$ cat config.mk
export PLATFORM = sky130hd
export DESIGN_NAME = fifo_write_arbiter
export DESIGN_NICKNAME = d
export VERILOG_FILES = /design/src/rtl/fifo_write_arbiter.sv
export SDC_FILE = /design/constraint.sdc
export NUM_CORES = 1
export LEC_CHECK = 0
export CORE_MARGIN = 3
export CORE_UTILIZATION = 25
export CTS_CLUSTER_DIAMETER = 200
export DETAILED_ROUTE_END_ITERATION = 8
export PLACE_DENSITY = 0.61
export SYNTH_ARGS = -nofsm -noshare
export SYNTH_HDL_FRONTEND = slang
export SYNTH_SLANG_ARGS = --single-unit
export TNS_END_PERCENT = 100
$ cat constraint.sdc
create_clock -name clk -period 3.3 [get_ports clk]
set_input_delay 0.66 -clock clk [delete_from_list [all_inputs] [get_ports clk]]
set_output_delay 0.66 -clock clk [all_outputs]
set_load 0.05 [all_outputs]
$ cat src/rtl/fifo_write_arbiter.sv
`default_nettype none
// ============================================================================
// Module   : fifo_write_arbiter
// Purpose  : Round-robin, burst-capable arbiter sharing one FIFO write port
//            among N producers; never writes while the FIFO reports full.
// Revision : 1.0 - initial release
// ============================================================================
module fifo_write_arbiter #(
    parameter int N         = 4,
    parameter int DW        = 8,
    parameter int MAX_BURST = 4
) (
    input  logic                 clk,
    input  logic                 reset,
    input  logic [N-1:0]         req,
    input  logic [N*DW-1:0]      wdata,
    input  logic                 full,
    output logic [N-1:0]         gnt,
    output logic                 Write_En,
    output logic [DW-1:0]        fifo_datain,
    output logic                 busy,
    output logic [$clog2(N)-1:0] owner
);

    localparam int IW = $clog2(N);

    typedef enum logic [0:0] {
        S_IDLE  = 1'b0,
        S_BURST = 1'b1
    } state_t;

    state_t        st_q, st_d;
    logic [IW-1:0] ptr_q, ptr_d;
    logic [IW-1:0] own_q, own_d;
    logic [IW-1:0] owner_q, owner_d;
    logic [3:0]    cnt_q, cnt_d;

    logic [IW-1:0] w_base;
    logic [IW-1:0] w_cand;
    logic [IW-1:0] w_pick;
    logic          w_found;
    logic          w_gnt_vld;
    logic [IW-1:0] w_gnt_idx;
    logic [N-1:0]  w_gnt;

    function automatic logic [IW-1:0] wrap_inc(input logic [IW-1:0] v);
        if (v == IW'(N - 1)) begin
            return '0;
        end
        return v + 1'b1;
    endfunction

    // A released owner hands the search start to its successor, so the
    // hand-over happens in the same cycle without a bubble.
    always_comb begin
        if (st_q == S_BURST && !req[own_q]) begin
            w_base = wrap_inc(own_q);
        end else begin
            w_base = ptr_q;
        end
    end

    always_comb begin
        w_found = 1'b0;
        w_pick  = '0;
        w_cand  = w_base;
        for (int k = 0; k < N; k++) begin
            if (!w_found && req[w_cand]) begin
                w_found = 1'b1;
                w_pick  = w_cand;
            end
            w_cand = wrap_inc(w_cand);
        end
    end

    always_comb begin
        st_d      = st_q;
        ptr_d     = ptr_q;
        own_d     = own_q;
        cnt_d     = cnt_q;
        owner_d   = owner_q;
        w_gnt_vld = 1'b0;
        w_gnt_idx = '0;

        if (st_q == S_BURST && req[own_q]) begin
            if (!full) begin
                w_gnt_vld = 1'b1;
                w_gnt_idx = own_q;
                owner_d   = own_q;
                cnt_d     = cnt_q + 4'd1;
                if (cnt_q + 4'd1 == 4'(MAX_BURST)) begin
                    st_d  = S_IDLE;
                    ptr_d = wrap_inc(own_q);
                end
            end
        end else if (w_found && !full) begin
            w_gnt_vld = 1'b1;
            w_gnt_idx = w_pick;
            owner_d   = w_pick;
            cnt_d     = 4'd1;
            if (MAX_BURST == 1) begin
                st_d  = S_IDLE;
                ptr_d = wrap_inc(w_pick);
            end else begin
                st_d  = S_BURST;
                own_d = w_pick;
            end
        end else if (st_q == S_BURST) begin
            // Owner dropped its request with no successor (or FIFO full).
            st_d  = S_IDLE;
            ptr_d = wrap_inc(own_q);
        end
    end

    always_comb begin
        for (int i = 0; i < N; i++) begin
            w_gnt[i] = reset && w_gnt_vld && (w_gnt_idx == IW'(i));
        end
    end

    always_comb begin
        fifo_datain = '0;
        for (int i = 0; i < N; i++) begin
            if (w_gnt[i]) begin
                fifo_datain = fifo_datain | wdata[i*DW +: DW];
            end
        end
    end

    assign gnt      = w_gnt;
    assign Write_En = |w_gnt;
    assign busy     = (st_q == S_BURST);
    assign owner    = owner_q;

    always_ff @(posedge clk or negedge reset) begin
        if (!reset) begin
            st_q    <= S_IDLE;
            ptr_q   <= '0;
            own_q   <= '0;
            cnt_q   <= '0;
            owner_q <= '0;
        end else begin
            st_q    <= st_d;
            ptr_q   <= ptr_d;
            own_q   <= own_d;
            cnt_q   <= cnt_d;
            owner_q <= owner_d;
        end
    end

endmodule
`default_nettype wire

After elaboration in Yosys (flattened, before gate mapping). Index checks and enable logic that the tools add are counted.

Word-level logic and storage cells: 118. Bits of input ports: 39. Output and inout port bits: 16. Register bits after elaboration: 11.

Order comparisons: 5. Add/sub/neg operators: 5. Muxes and demuxes: 64. Eq/ne operators: 11. Reductions and logical operators: 24. Bitwise logic cells: 4.

Operator list (count): $mux W2 (26); $mux W8 (4); $mux W1 (26); $or A8 B8 Y8 (3); $lt A2 B3 Y1 const B (5); $eq A2 B2 Y1 const B (6); $mux W4 (3); $logic_and A1 B1 Y1 (11); $bmux W1 S2 (5); $add A2 B1 Y2 const B (4); $reduce_and A2 Y1 (3); $logic_not A1 Y1 (5); $add A4 B1 Y4 const B (1); $eq A4 B3 Y1 const B (1); $ne A2 B2 Y1 const B (2); $reduce_and A4 Y1 (1); $reduce_bool A2 Y1 (2); $reduce_or A4 Y1 (1); $eq A2 B1 Y1 const B (1); $logic_not A2 Y1 (1); $ne A2 B1 Y1 const B (1); $not A1 Y1 (1).

Depth between registers and ports, before layout.
Word-level depth: 32. Depth in mapped cells: 9. Gate-level depth less buffers: 8.

Least setup slack after synthesis. OpenSTA, ideal clock, no wires.

Path type: input port to output port. Start: input req[0]. End: output fifo_datain[0]. Path buffers: 1. Cell stages on the path: 8. Data required time: 2640 ps. Path slack: -254 ps. Data arrival time: 2894 ps. Cells stage by stage: mux2_4 > o2bb2ai_4 > mux2i_1 > a21oi_2 > o31ai_4 > buf_8 > mux2i_1 > o22ai_1.

Cells in the longest elaborated chain, start to end: 30. Elaborated cells between the ends (all ways): 61. Classes of those cells: add/sub (3); eq/ne (6); mux (33); bitwise (3); reduce/logical (16).

RTL lines: start, declared (line 15) `input logic [N-1:0] req,`; branches (longest 29 deep; another with $add A2 B1 Y2); $mux W8 * (line 124) `if (w_gnt[i]) begin`; end, declared (line 20) `output logic [DW-1:0] fifo_datain,`.

Mark *: on every way between the ends. The select of a mux whose other input is x is not followed.

Worst setup path after layout.
Start: register own_q[0]. End: output fifo_datain[3].

Cells in the longest elaborated chain, start to end: 30. Elaborated cells between the ends (all ways): 67. Classes of those cells: add/sub (4); eq/ne (7); mux (37); bitwise (3); reduce/logical (16).

RTL lines: start, declared (line 34) `logic [IW-1:0] own_q, own_d;`; start signal, assigned (line 145) `own_q <= own_d;`; branches (longest 29 deep; another with $add A2 B1 Y2); $mux W8 * (line 124).

Marked as above.

==> impl_results.md <==
* FMAX at 292 MHz
* Die ar. at 5260 µm²
* Clock Tree Buf Depth at 2
* Setup WS post-layout at -0.122 ns
* Multi-input logic area at roughly 1100 µm²
* Antenna Cells at 0
* Setup tns final at -0.874 ns
* GRT overflow at 0
* Top-area cell type share of the netlist area at 24.9%
* Post-Synth Simple-Gate Area at between 15 and 20%
* Vias in the first global route at roughly 1,300
* Ys async rst share at 100%
* Via count at roughly 1,300
* Drt drc at 0
* Largest net degree at the start of global routing at 12
* H-tree Lvls at 1
* Critical path class: flip-flop to output port
* Routed len/inst at 16.4 µm
* PD cells at 813 nW/µm²
* Core box area at 4140 µm²
* Post-synthesis instance area at 1110 µm²
* Nets at around 250
* Switching power total at around 0.88 mW
* Largest family of logic cells by synthesized area: compound AO/OA/AOI/OAI gates
* Initial Utilization at 26.7%
* 1st-iter DRT viols at 32
* WHS at 0.491 ns
* Tightest Hold Check Type: flip-flop to flip-flop
* Die X-Extent at 72.6 µm
* Synth Area in Compound Gates at 26.0%
* Synth Register Bits at 11
* WHS Path Cells at 1
* Gr usage total at 15.3%
* Post-Synthesis Cells at 119
* Port Buffers at 54
* Final Hold Violating Endpoints at 0
* Synth Area per Inst at 9.31 µm²
* Worst Setup End Kind: output port
* Warnings, synthesis at 0
* Layout area overhead at 119%
* Final worst path period share at 104%
* Layout cells sized above 1 at 46.6%
* Comb power frac at 78.5%
* Predominant post-synthesis flop cell: dfrtp_1
* RSZ-0062 raised after global routing: yes
* Static Leak at 0.962 nW
* Clk pwr share at 7.0%
* Peak VDD IR at 480 µV
* Crit path required time at 2.64 ns
* FP Rows at 23
* Worst hold endpoint: owner[1]
* Height of the die at 72.6 µm
* Vias per cell at between 5 and 6
* Clk root buf: clkbuf_8
* Post-synthesis mux area share at 24.2%
* Yosys top cell by area: dfrtp_1
* Clock latency on the worst-skew pair at 0.24 ns
* CP startpoint kind: flip-flop
* Critical path data arrival time at roughly 2.8 ns
* TritonRoute pass-1 iters at 4
* Global-route wire length before repair at 6.40 mm
* Max Fanout on Critical Path at 5
* Rel. slew slack at 65.6%
* GPL Wtd Cong at 0.898
* Antenna Nets Post-Route at 0
* CTS buffer count at 3
* # fillers at 347
* Reg2reg setup slack at 1.04 ns
* Synth area leaders: dfrtp_1, mux2i_1, o22ai_1
* Count of cell types in the netlist at 39
* Adder-cell area share of the yosys netlist at 3.39%
* Worst r2r src: own_q[1]
* Post-synth EDFFs at 0
* P_int at 1.09 mW
* Violated checks: setup timing
* Reg area at 277 µm²
* Final Setup Violations at 9
* Detailed Place HPWL at 3.07 mm
* Min Clock Period, post-route at 3.42 ns
* Antenna violations before repair at 0
* Reg2reg end: owner[1]
* R2R cell count at 11
* CTS tree: yes
* XOR/XNOR Fraction of Synth Area at 1.58%
* Reg power frac at between 10% and 20%
* Final Max Tran Viols at 0
* Register area share after synthesis at 24.9%
* Switching share of total power at 44.6%
* List of most frequent post-synthesis cells: mux2i_1, nand2_1, dfrtp_1
* Final Routed Wirelength at 4.24 mm
* Count leader, synth: mux2i_1
* Clock Sinks at 11
* Number of max-cap violations at 0
* # IOs at 55
* Clock Skews at 0.00369 ns
* Worst Tran Pin Value at 0.515 ns
* Status: complete, but fails checks
* Hold wc startpoint: owner[1]
* Post-Syn Nets at 161
* Clk slew on worst S/H paths at 0.06 ns
how the worst max path moves through the flow:
| stage | from | to | slack, ns | cells past startpoint |
|---|---|---|---|---|
| after detailed placement | req[3] | fifo_datain[2] | -0.42 | 10 |
| after global routing | own_q[0] | fifo_datain[3] | -0.24 | 11 |
| final | own_q[0] | fifo_datain[3] | -0.12 | 11 |
| after floorplan | req[0] | fifo_datain[7] | -0.25 | 8 |
| after CTS | own_q[0] | fifo_datain[3] | -0.07 | 11 |
| after global placement | req[3] | fifo_datain[4] | -0.34 | 10 |
stage by stage:
stage	worst slack [ns]	power (mW)	cell area (µm²)	instances	util (%)
2_1_floorplan	-0.254	0.970	1120	119	-
3_3_place_gp	-0.345	1.38	1950	239	47.1
3_5_place_dp	-0.418	1.41	1950	239	47.1
4_1_cts	-0.0684	1.84	2260	254	54.4
5_1_grt	-0.244	2.09	2430	258	58.5
6_report	-0.122	1.97	2430	258	58.5
power groups by stage:
| stage | Combinational (mW) | Sequential, mW | Clock (mW) |
|---|---|---|---|
| after floorplan | 0.651 | 0.319 | 0 |
| after global placement | 1.11 | 0.275 | 0 |
| after detailed placement | 1.13 | 0.280 | 0 |
| after CTS | 1.41 | 0.285 | 0.143 |
| after global routing | 1.64 | 0.300 | 0.150 |
| final | 1.55 | 0.284 | 0.139 |
cell type report:
class	instances	share of cell area [%]
Sequential cell	11	11.4
Multi-Input combinational cell	103	43.4
Inverter	2	0.309
Clock buffer	3	1.70
Clock inverter	1	0.206
Timing Repair Buffer	88	40.4
Tap cell	50	2.58
metal layers:
metal  vias up  wire length, µm  global-route usage (%)
met5         -                0                       0
met4         0               34                    3.28
met3         2              114                    3.88
met2        24             2470                    28.7
met1       632             1620                    17.3
li1        635                -                       -
registers in the layout, indices dropped and copies added (netlist names):
name	cells
busy	1
ptr_q	2
own_q	2
owner	2
cnt_q	4
layout by cell type (no fill, tap or decap), drive strengths merged, types with 2 or more instances in the layout:
master | synthesis | layout
buf | 2 | 51
clkdlybuf4s50 | 0 | 37
mux2i | 23 | 23
nand2 | 14 | 14
dfrtp | 11 | 11
nor2 | 9 | 9
o22ai | 9 | 9
o21ai | 7 | 7
and3 | 4 | 4
clkbuf | 1 | 3
a21oi | 3 | 3
mux2 | 3 | 3
o31ai | 3 | 3
ha | 3 | 3
and2 | 2 | 2
nand2b | 2 | 2
inv | 2 | 2
nor2b | 2 | 2
a21o | 2 | 2
a22o | 2 | 2
o211ai | 2 | 2
repair_timing:
| action | 4_1_cts | 5_1_grt |
|---|---|---|
| pin swaps | 12 | 8 |
| resized for setup | 41 | 29 |
| setup endpoints to repair | 12 | 12 |
| hold buffers | 0 | 0 |
| gates cloned | 3 | 1 |
| setup buffers | 8 | 4 |
worst max-delay path: stages (launching register included):
cell and delay [ns]:
dfrtp_2 0.48, mux2_4 0.34, o2bb2ai_4 0.20, o311ai_0 0.16, o211a_2 0.19, o31ai_4 0.24, buf_6 0.14, buf_12 0.12
buf_12 0.14, mux2i_4 0.23, o22ai_2 0.11, buf_12 0.17
cell families (layout without fill, tap and decap cells):
group                      Yosys count  in the layout
AOI/OAI and AO/OA                   34             34
xor gates and xnor gates             2              2
adders and majority gates            3              3
buffers and inverters                5             94
DFF                                 11             11
muxes                               26             26
and+or+nand+nor                     38             38
Power figures use the tool's default switching activity.
